[src/rtl/rf_pkg.sv]
// Shared types for the register-file writeback arbiter.
//   XLEN        : width of a writeback value
//   AW          : register index width; NREG = 2**AW registers, index 0 hard-wired zero
//   rf_idx_t    : register index
//   rf_wreq_t   : one writeback request {rd, data}
//   arb_state_e : round-robin pointer (which requester wins the next contended cycle)
package rf_pkg;

  localparam int unsigned XLEN = 64;
  localparam int unsigned AW   = 5;
  localparam int unsigned NREG = 2 ** AW;

  typedef logic [AW-1:0] rf_idx_t;

  typedef struct packed {
    rf_idx_t         rd;
    logic [XLEN-1:0] data;
  } rf_wreq_t;

  typedef enum logic [0:0] {
    PREF_A,
    PREF_B
  } arb_state_e;

endpackage

[src/rtl/rr_arb2.sv]
// Two-way round-robin arbiter with a pointer FSM.
//   clk_i, reset_i   : clock, synchronous active-high reset
//   req_a_i, req_b_i : requests
//   force_b_i        : when both request, grant B without moving the pointer
//   gnt_a_o, gnt_b_o : one-hot-or-zero grants (zero while reset is high)
module rr_arb2
  import rf_pkg::*;
(
  input  logic clk_i,
  input  logic reset_i,
  input  logic req_a_i,
  input  logic req_b_i,
  input  logic force_b_i,
  output logic gnt_a_o,
  output logic gnt_b_o
);

  arb_state_e state_q, state_d;
  logic       contended;

  assign contended = req_a_i & req_b_i;

  // State register
  always_ff @(posedge clk_i) begin
    if (reset_i) begin
      state_q <= PREF_A;
    end else begin
      state_q <= state_d;
    end
  end

  // Next state: the pointer only moves when a contended cycle is settled by round-robin
  always_comb begin
    state_d = state_q;
    if (contended && !force_b_i) begin
      unique case (state_q)
        PREF_A:  state_d = PREF_B;
        PREF_B:  state_d = PREF_A;
        default: state_d = PREF_A;
      endcase
    end
  end

  // Grant outputs
  always_comb begin
    gnt_a_o = 1'b0;
    gnt_b_o = 1'b0;
    if (!reset_i) begin
      if (contended) begin
        if (force_b_i || state_q == PREF_B) begin
          gnt_b_o = 1'b1;
        end else begin
          gnt_a_o = 1'b1;
        end
      end else begin
        gnt_a_o = req_a_i;
        gnt_b_o = req_b_i;
      end
    end
  end

endmodule

[src/rtl/regfile_wb_arbiter.sv]
// Shares the register file's single write port between the ALU result path (A) and the
// load-return path (B). Accepted writes are registered and drive the register file for one cycle.
//   clk, reset                  : clock, synchronous active-high reset
//   a_valid/a_rd/a_data/a_ready : requester A handshake
//   b_valid/b_rd/b_data/b_ready : requester B handshake
//   rf_rd/rf_writedata/rf_reg_write : register file write port
//   pending_mask                : destinations waiting or in the output stage (bit 0 always 0)
//   conflict_cnt                : saturating count of cycles with both requesters valid
module regfile_wb_arbiter
  import rf_pkg::*;
#(
  parameter int unsigned CNT_W = 16
) (
  input  logic             clk,
  input  logic             reset,
  input  logic             a_valid,
  input  logic [AW-1:0]    a_rd,
  input  logic [XLEN-1:0]  a_data,
  output logic             a_ready,
  input  logic             b_valid,
  input  logic [AW-1:0]    b_rd,
  input  logic [XLEN-1:0]  b_data,
  output logic             b_ready,
  output logic [AW-1:0]    rf_rd,
  output logic [XLEN-1:0]  rf_writedata,
  output logic             rf_reg_write,
  output logic [NREG-1:0]  pending_mask,
  output logic [CNT_W-1:0] conflict_cnt
);

  logic       force_b;
  rf_wreq_t   acc;
  rf_wreq_t   wreq_q, wreq_d;
  logic       we_q, we_d;
  logic [CNT_W-1:0] cnt_q, cnt_d;

  // Same nonzero destination: B is the older instruction, so it goes first and A's value lands last
  assign force_b = a_valid & b_valid & (a_rd == b_rd) & (a_rd != '0);

  rr_arb2 u_arb (
    .clk_i     (clk),
    .reset_i   (reset),
    .req_a_i   (a_valid),
    .req_b_i   (b_valid),
    .force_b_i (force_b),
    .gnt_a_o   (a_ready),
    .gnt_b_o   (b_ready)
  );

  // Output stage next state; writes to x0 are accepted but never reach the register file
  always_comb begin
    acc.rd   = b_rd;
    acc.data = b_data;
    if (a_ready) begin
      acc.rd   = a_rd;
      acc.data = a_data;
    end
    we_d   = (a_ready | b_ready) & (acc.rd != '0);
    wreq_d = we_d ? acc : '0;
  end

  always_comb begin
    cnt_d = cnt_q;
    if (a_valid && b_valid && cnt_q != '1) begin
      cnt_d = cnt_q + 1'b1;
    end
  end

  always_ff @(posedge clk) begin
    if (reset) begin
      we_q   <= 1'b0;
      wreq_q <= '0;
      cnt_q  <= '0;
    end else begin
      we_q   <= we_d;
      wreq_q <= wreq_d;
      cnt_q  <= cnt_d;
    end
  end

  assign rf_reg_write = we_q;
  assign rf_rd        = wreq_q.rd;
  assign rf_writedata = wreq_q.data;
  assign conflict_cnt = cnt_q;

  always_comb begin
    pending_mask = '0;
    if (a_valid && !a_ready) pending_mask[a_rd] = 1'b1;
    if (b_valid && !b_ready) pending_mask[b_rd] = 1'b1;
    if (we_q)                pending_mask[wreq_q.rd] = 1'b1;
    pending_mask[0] = 1'b0;
  end

endmodule

[config.mk]
export PLATFORM = sky130hd
export DESIGN_NAME = regfile_wb_arbiter
export DESIGN_NICKNAME = d
export VERILOG_FILES = /design/src/rtl/rf_pkg.sv /design/src/rtl/rr_arb2.sv /design/src/rtl/regfile_wb_arbiter.sv
export SDC_FILE = /design/constraint.sdc
export NUM_CORES = 1
export LEC_CHECK = 0
export BUFFER_PORTS_ARGS = -buffer_cell sky130_fd_sc_hd__buf_2
export CAP_MARGIN = 30
export CORE_AREA = 2 2 102 104
export CTS_BUF_LIST = sky130_fd_sc_hd__clkbuf_4 sky130_fd_sc_hd__clkbuf_8 sky130_fd_sc_hd__clkbuf_16
export DETAILED_ROUTE_END_ITERATION = 10
export DIE_AREA = 0 0 104 106
export PLACE_DENSITY = 0.81
export SYNTH_ARGS = -nofsm -noshare
export SYNTH_HDL_FRONTEND = slang
export SYNTH_HIERARCHICAL = 1
export SYNTH_SLANG_ARGS = --single-unit
[constraint.sdc]
create_clock -name clk -period 3.5 [get_ports clk]
set_input_delay 0 -clock clk [delete_from_list [all_inputs] [get_ports clk]]
set_output_delay 0 -clock clk [all_outputs]
set_load 0.05 [all_outputs]
Word level (Yosys, flattened, before mapping)
Cells that the tools add are included.

Register bits: 87. Bits of input ports: 142. Output and inout port bits: 120. Word-level logic and storage cells: 55.

$add $sub $neg: 1. Magnitude comparators: 6. Equal/unequal tests: 2. Multiplexer cells: 17. Bitwise operators: 9. Reductions and logical operators: 15.

Operators by type and width (count): $mux 32 (3); $mux 69 (1); $or 32x32->32 (2); $lt 5x6->1 const B (3); $add 16x1->16 const B (1); $ne 16x16->1 const B (1); $demux 1 s5 (3); $ge 5x1->1 const B (3); $reduce_bool 5->1 (2); $mux 1 (9); $logic_and 1x1->1 (8); $eq 5x5->1 (1); $and 1x1->1 (4); $logic_not 1->1 (3); $not 1->1 (2); $pmux 1 s2 (1); $reduce_or 2->1 (1); $logic_or 1x1->1 (1); $or 1x1->1 (1).

Logic depth before layout (Yosys ltp)
Gate-level depths: netlist of the first run.

Depth after elaboration: 14. Depth in mapped cells: 12. Mapped depth without buffers: 10.

By module
The synthesis of the first run kept the hierarchy.

By module, submodules not included: regfile_wb_arbiter (instances 1, cells an instance 482, area an instance 4237.8 um^2, seq. area each 1721.7 um^2); rr_arb2 (instances 1, cells an instance 10, area an instance 95.1 um^2, seq. area each 20.0 um^2).

Worst setup path after synthesis of the first run
OpenSTA, ideal clock, no wires.

Path type: input to output. Start point: input a_rd[2]. End point: output pending_mask[12]. Data arrival time: 3024 ps. Required time: 3500 ps. Path slack: 476 ps. Cell stages on the path: 10. Buffers on the path: 1. Path through: clkbuf_1 nor4_1 nor3_1 a21oi_1 nor4_1 nor2_1 a21oi_1 nor2b_1 or3b_2 o21ai_0.

Elaborated cells on any way between the ends: 25. Classes of those cells: 2 x order compare; 1 x eq/ne; 11 x mux; 4 x bitwise; 7 x reduce/logical.

RTL lines: start: declaration (line regfile_wb_arbiter.sv:17) `input logic [AW-1:0] a_rd,`; $eq 5x5->1 (line regfile_wb_arbiter.sv:38) `assign force_b = a_valid & b_valid & (a_rd == b_rd) & (a_rd != '0);`; $and 1x1->1 (line regfile_wb_arbiter.sv:38); $and 1x1->1 * (line regfile_wb_arbiter.sv:38); net force_b (line regfile_wb_arbiter.sv:31) `logic force_b;`; $logic_or 1x1->1 * (line rr_arb2.sv:50) `if (force_b_i || state_q == PREF_B) begin`; $mux 1 * (line rr_arb2.sv:50); $mux 1 * (line rr_arb2.sv:49) `if (contended) begin`; $mux 1 * (line rr_arb2.sv:48) `if (!reset_i) begin`; net b_ready (line regfile_wb_arbiter.sv:23) `output logic b_ready,`; $logic_not 1->1 * (line regfile_wb_arbiter.sv:89) `if (b_valid && !b_ready) pending_mask[b_rd] = 1'b1;`; $logic_and 1x1->1 * (line regfile_wb_arbiter.sv:89); $mux 32 * (line regfile_wb_arbiter.sv:89); $or 32x32->32 (no line); $mux 32 * (line regfile_wb_arbiter.sv:90) `if (we_q) pending_mask[wreq_q.rd] = 1'b1;`; end: declaration (line regfile_wb_arbiter.sv:27) `output logic [NREG-1:0] pending_mask,`.

Mark *: on every way through the listed nets, which the timed path passes. The rest lies on a longest branch.

Final worst setup path of the first run
Start point: input a_rd[2]. End point: register wreq_q, in the netlist rf_writedata[52].

Longest elaborated chain between the ends: 12. Elaborated cells on any way between the ends: 17. Classes of those cells: 1 x eq/ne; 7 x mux; 5 x bitwise; 4 x reduce/logical.

Ends and longest elaborated chain: $eq 5x5->1 (line regfile_wb_arbiter.sv:38); $and 1x1->1 (line regfile_wb_arbiter.sv:38); $and 1x1->1 * (line regfile_wb_arbiter.sv:38); net force_b (line regfile_wb_arbiter.sv:31); $logic_or 1x1->1 * (line rr_arb2.sv:50); $mux 1 (line rr_arb2.sv:50); $mux 1 (line rr_arb2.sv:49); $mux 1 (line rr_arb2.sv:48); $mux 69 (line regfile_wb_arbiter.sv:54) `if (a_ready) begin`; $reduce_bool 5->1 (line regfile_wb_arbiter.sv:58) `we_d = (a_ready | b_ready) & (acc.rd != '0);`; $and 1x1->1 (line regfile_wb_arbiter.sv:58); $not 1->1 (no line); $reduce_or 2->1 (no line); end signal: assignment (line regfile_wb_arbiter.sv:76) `wreq_q <= wreq_d;`; end: declaration (line regfile_wb_arbiter.sv:33) `rf_wreq_t wreq_q, wreq_d;`.

Marked as above. A chain may end at the register's enable or synchronous reset.

==> impl_metrics.ini, run 1 <==
[floorplanning]
start_util_pct = 43.3
floorplan.die_area_mm2 = 0.0110
die_x_um = 104
floorplan.die.height_um = 106
fp-row-count = 37
ioPinCount = 262
fp.coreArea_mm2 = 0.0100

[synthesis]
synth_async_sr_flop_share_pct = 0
synth_flop_cell = dfxtp_1
yosys_warnings = 6
post_synth_num_cell_types = 56
synthesis.instances = 492
synth_top_area_share_pct = 40.2
synth_common_cells = dfxtp_1, nor2_1, mux2i_1, nand2_1, a22oi_1
synth-edff-count = 0
synth_most_common_cell = dfxtp_1
mappedNetlistArea_mm2 = 0.00433
postSynthNetCount = 635
synthDominantAreaCellType = dfxtp_1
synth.area.top_cells = dfxtp_1, mux2i_1, nor2_1, a22oi_1, nand2_1
yosys_register_bits = 87
syn-mean-instance-area_um2 = 8.81
seq_area_frac_synth_pct = 40.2

[layout]
diodes = 0
fin_util_pct = 71.3
drive_gt1_share_pct = 34.3
layout.nets = 1005
post_layout_nonfiller_instances = 1003
area_delta_synth_final_pct = 64.5

[worst_setup_path]
cpMostUsedCell = nor4_1
setup_crit_end_kind = register
crit_path_max_incr_delay_ns = 0.62
cp_max_fo = 35
worstPathArrival_ns = 2.71
crit_chain = buf_2 > nor4_1 > nor3_1 > a21oi_1 > nor4_1 > o21ai_1 > and3b_4 > buf_4 > mux2i_1 > dlygate4sd3_1 > nor2_1
worst-setup-path-type = input port to register
worst_path_max_delay_cell = dlygate4sd3_1
required_time_of_the_critical_path_ns = 3.69
worstSetupStartpointType = input port
rrSetupSlack_ns = 1.05

[placed_design]
gp_congestion = 0.938
dp_cells = 859
place_hpwl_um = 10900
number_of_buffers_added_on_ports = 260

[sta]
post_route_clock_skew_ns = 0.0140
finalHoldViolCount = 0
unrepaired_setup_endpoints_after_global_routing = false
fin_crit_ns = 2.53
setup-violations-final = 0
max_clock_freq_mhz = 396
relSlewSlack_pct = 32.8
worst_slew_pin_slew_ns = 1.01
timing.final.crit_share_pct = 72.2
timing.final.max_slew_violations = 0
final.setup.tns_ns = 0

[clock_network]
root_buffer = clkbuf_8
clk_pin_slew_ns = 0.09
postCtsSetupRepairBufs = 0
h_tree_levels = 3
insertion_delay_of_the_later_clocked_pin_in_the_worst_skew_pair_ns = 0.35
cts-root-to-sink-buffers = 2
clock_tree_from_tritoncts = yes
numCtsBuffers = 9
clkSinkCount = 87

[power_and_ir_drop]
vdd_drop_max_mv = 0.224
power_density_mw_per_mm2 = 337
p_leak_nw = 3.42

[global_routing]
groute.usage.overall_pct = 33.1
grt_start_max_net_pins = 36
grt_util_met3_pct = 5.89
most_used_routing_layer_in_global_routing = met2
antenna_found_initial = 0
met1_usage_pct = 35.9
grt_pass1_wl_um = 29000
met2_usage_pct = 60.9
via_count_of_the_first_global_routing_pass = 5577
overflow = 0

[detailed_routing]
drt_first_pass_iters = 8
drt-wirelength-per-cell_um = 18.6
initialDrtViolationCount = 410
vias = 5531
route.final.wire_length_um = 18700
drc_errors = 0
antenna_violating_nets_remaining = 0
routed_via_density = 5.51

[status]
outcome = completed

[run]
max_cap_violations = 0

[worst_hold_path]
hp-class = input port to register
## critical path, delay by kind of cell
| family | cells | cell delay [ns] |
|---|---|---|
| multiplexers | 1 | 0.34 |
| AO/OA/AOI/OAI | 2 | 0.24 |
| AND/OR/NAND/NOR | 5 | 0.81 |
| buffers and inverters | 3 | 1.28 |
## layout make-up
type | count | area, um2
repair buffers | 396 | 2640
clock inverters | 5 | 37.5
clock buffers | 11 | 151
inverters | 2 | 7.51
flip-flops and latches | 87 | 1740
fillers | 702 | 2870
multi-input cells | 366 | 2380
well taps | 136 | 170
## cell usage in the layout, fill, tap and decap left out, types with 5 or more instances in the layout
cell type	synthesis	layout
buf_2	5	260
dlygate4sd3_1	0	128
dfxtp_1	87	87
nor2_1	86	86
mux2i_1	70	70
nand2_1	46	46
a22oi_1	30	30
o21ai_0	18	18
a21oi_1	13	13
clkbuf_8	0	11
nor3b_1	9	9
buf_4	1	8
and3b_1	8	7
nand4_1	7	7
and3_1	6	6
or3_1	5	5
nor3_1	5	5
o31ai_1	5	5
or4_1	5	5
## stage by stage
| stage | power (W) | setup WS, ns | area (um2) | hold WS [ns] |
|---|---|---|---|---|
| 2_1_floorplan | 0.00142 | 0.476 | 4330 | 0.144 |
| 3_3_place_gp | 0.00157 | 1.02 | 5660 | 0.231 |
| 3_5_place_dp | 0.00158 | 0.936 | 5660 | 0.240 |
| 4_1_cts | 0.00237 | 1.15 | 7130 | 0.0130 |
| 5_1_grt | 0.00250 | 0.783 | 7130 | 0.0637 |
| 6_report | 0.00241 | 0.973 | 7130 | 0.0324 |
## routing by layer
layer	vias up	wire length, um
li1	2494	-
met1	2588	6670
met2	360	9630
met3	89	1330
met4	0	1040
met5	-	0
## final timing paths
kind	from	end	cells after the start
setup / recovery	a_rd[2]	rf_writedata[52]	11
hold / removal	b_rd[0]	rf_rd[0]	3
setup reg to reg	u_arb/state_q	rf_writedata[52]	6
hold reg to reg	conflict_cnt[15]	conflict_cnt[15]	2
## flip-flops by register name, indices dropped and copies added (netlist names)
signal and count:
rf_reg_write 1, conflict_cnt 16, rf_rd 5, u_arb/state_q 1, rf_writedata 64
## where the power goes
part,total [W],switching (W),leakage [nW],internal [W]
Sequential,0.00105,0.0000207,0.709,0.00103
Combinational,0.000685,0.000396,2.62,0.000289
Clock,0.000670,0.000369,0.0924,0.000301
Total,0.00241,0.000786,3.42,0.00162
## cells by family (layout without fill, tap and decap cells)
family,count (synthesis),count (layout),synth area share [%]
buffers and inverters,39,414,5.00
XOR/XNOR,4,4,0.809
adder cells (fa/ha/maj),1,1,0.289
AND/OR/NAND/NOR,208,208,24.5
AO/OA/AOI/OAI,79,79,12.1
multiplexers,73,73,17.0
other,1,1,0.0865
flip-flops,87,87,40.2
## what timing repair did
item	in CTS	in global routing
hold endpoints to repair	64	0
hold buffers	128	0
resized for setup	0	0
(Power assumes the default switching activity.)
==> run 2, diff against run 1 <==
--- a/config.mk
+++ b/config.mk
@@ -7,10 +7,10 @@
 export LEC_CHECK = 0
 export BUFFER_PORTS_ARGS = -buffer_cell sky130_fd_sc_hd__buf_2
 export CAP_MARGIN = 30
-export CORE_AREA = 2 2 102 104
+export CORE_MARGIN = 2
+export CORE_UTILIZATION = 44
 export CTS_BUF_LIST = sky130_fd_sc_hd__clkbuf_4 sky130_fd_sc_hd__clkbuf_8 sky130_fd_sc_hd__clkbuf_16
 export DETAILED_ROUTE_END_ITERATION = 10
-export DIE_AREA = 0 0 104 106
 export PLACE_DENSITY = 0.81
 export SYNTH_ARGS = -nofsm -noshare
 export SYNTH_HDL_FRONTEND = slang
==> constraint.sdc (replaced) <==
create_clock -name clk -period 2.45 [get_ports clk]
set_input_delay 0 -clock clk [delete_from_list [all_inputs] [get_ports clk]]
set_output_delay 0 -clock clk [all_outputs]
set_load 0.05 [all_outputs]
==> impl_metrics.ini, run 2 (synthesized netlist as in run 1, its figures left out) <==
[worst_setup_path]
setup_crit_end_kind = register
worst_path_max_delay_cell = dlygate4sd3_1
required_time_of_the_critical_path_ns = 2.68
cp_top_family = buffers and inverters
crit_chain = buf_2 > nor4_1 > nor3_1 > a21oi_1 > nor4_1 > o21ai_1 > and3b_4 > clkbuf_8 > mux2i_1 > dlygate4sd3_1 > nor2_1
cp_max_fo = 31
crit_path_max_incr_delay_ns = 0.60
worst-path-buf-inv = 3
worstPathArrival_ns = 2.53
worst-setup-path-type = input port to register
cpMostUsedCell = nor4_1
worstSetupStartpointType = input port

[placed_design]
dp_cells = 861
number_of_buffers_added_on_ports = 260
dpl_cell_area_mm2 = 0.00575
place_hpwl_um = 10400
gp_congestion = 0.955

[power_and_ir_drop]
vdd_drop_max_mv = 0.340
comb_power_share_pct = 29.5
power_report.internal_total_w = 0.00228
power.sequential.fraction_pct = 44.2
p_leak_nw = 3.44
switching_share_pct = 32.9
clockPowerShare_pct = 26.4
power_density_mw_per_mm2 = 470
p_sw_w = 0.00112

[global_routing]
grt_pass1_wl_um = 28100
via_count_of_the_first_global_routing_pass = 5401
antenna_found_initial = 0
overflow = 0
grt_start_max_net_pins = 43
groute.usage.overall_pct = 34.2

[layout]
drive_gt1_share_pct = 36.5
stdcell_area_mm2 = 0.00723
area_delta_synth_final_pct = 66.9
fin_util_pct = 74.7
layout.nets = 1010
n_fill_cell = 642
layout.cells.most_common_list = buf_2, dlygate4sd3_1, dfxtp_1
most_common_cell_after_layout_fill_and_taps_aside = buf_2
diodes = 0
flip_flop_count_of_the_largest_register_after_layout = 64
post_layout_nonfiller_instances = 1005

[sta]
finalHoldViolCount = 0
timing.final.crit_share_pct = 93.9
fin_crit_ns = 2.30
timing.final.max_slew_violations = 0
setup-violations-final = 0
max_clock_freq_mhz = 435
worst_slew_pin_slew_ns = 0.706
relSlewSlack_pct = 52.8
post_route_clock_skew_ns = 0.0103
unrepaired_setup_endpoints_after_global_routing = true

[detailed_routing]
drt_first_pass_iters = 5
vias = 5589
routed_via_density = 5.56
drc_errors = 0
initialDrtViolationCount = 284
drt-wirelength-per-cell_um = 18.8
route.final.wire_length_um = 18800
antenna_violating_nets_remaining = 0

[clock_network]
cts-root-to-sink-buffers = 2
root_buffer = clkbuf_8
clock_tree_from_tritoncts = yes
insertion_delay_of_the_later_clocked_pin_in_the_worst_skew_pair_ns = 0.34
clk_pin_slew_ns = 0.10
numCtsBuffers = 9
h_tree_levels = 3
clkSinkCount = 87

[floorplanning]
fp-row-count = 36
die_x_um = 103
floorplan.die_area_mm2 = 0.0107
floorplan.die.height_um = 103
fp.coreArea_mm2 = 0.00968
start_util_pct = 44.7
ioPinCount = 262

[worst_hold_path]
hp-class = input port to register

[run]
max_cap_violations = 0

[status]
outcome = completed
-- run 2: cell types whose count changed in the layout (fill, tap and decap cells not counted), moves of 3 or more --
cell and change:
o21ai_0 -6, o21ai_2 +7, clkinvlp_4 +3, nand2_1 -8
nand2_2 +8, buf_4 +3
-- run 2: repair_timing --
item | in CTS | in global routing
resized for setup | 0 | 7
setup endpoints to repair | 0 | 66
hold endpoints to repair | 64 | 0
hold buffers | 128 | 0
buffers inserted | 0 | 0
-- run 2: worst paths after layout --
kind                      endpoint  depth (start not counted)       startpoint  slack, ns
setup / recovery  rf_writedata[43]                         11          a_rd[2]       0.15
setup reg to reg  rf_writedata[43]                          6    u_arb/state_q       0.18
hold reg to reg    conflict_cnt[5]                          2  conflict_cnt[5]       0.52
hold / removal            rf_rd[0]                          3          b_rd[0]       0.03
-- run 2: worst reg2reg max path: stages (launching register included) --
cell           delay (ns)
dfxtp_1              0.35
o21ai_1              0.15
and3b_4              0.33
clkbuf_8             0.38
mux2i_1              0.29
dlygate4sd3_1        0.60
nor2_1               0.07
-- run 2: area by class of cell --
type	count	area (um2)	area share [%]
sequential	87	1740	24.1
multi-input combinational	366	2440	33.7
tap	133	166	2.30
clock buffer	10	131	1.82
timing repair buffer	401	2700	37.3
clock inverter	6	46.3	0.640
inverter	2	7.51	0.104
-- run 2: power groups by stage --
stage	clock [W]	combinational (W)	sequential, W
6_report	0.000895	0.00100	0.00150
3_5_place_dp	0	0.000741	0.00153
5_1_grt	0.000967	0.00104	0.00150
2_1_floorplan	0	0.000308	0.00172
3_3_place_gp	0	0.000731	0.00152
4_1_cts	0.000919	0.000937	0.00149
-- run 2: through the flow --
step | TNS, ns | hold WS, ns | worst slack, ns | total power [W]
finish | 0 | 0.0331 | 0.149 | 0.00340
global placement | 0 | 0.230 | 0.224 | 0.00226
detailed placement | 0 | 0.239 | 0.194 | 0.00227
CTS | 0 | 0.0100 | 0.128 | 0.00335
global route | -0.0781 | 0.0805 | -0.0224 | 0.00351
floorplan | -0.641 | 0.0998 | -0.0813 | 0.00203
-- run 2: metal layers --
metal / part of all wire [%] / track usage [%] / vias to the layer above
li1: - / - / 2503
met1: 36 / 39.8 / 2583
met2: 50 / 59.5 / 412
met3: 9.2 / 7.73 / 91
met4: 5.4 / 16.4 / 0
met5: 0 / 0 / -
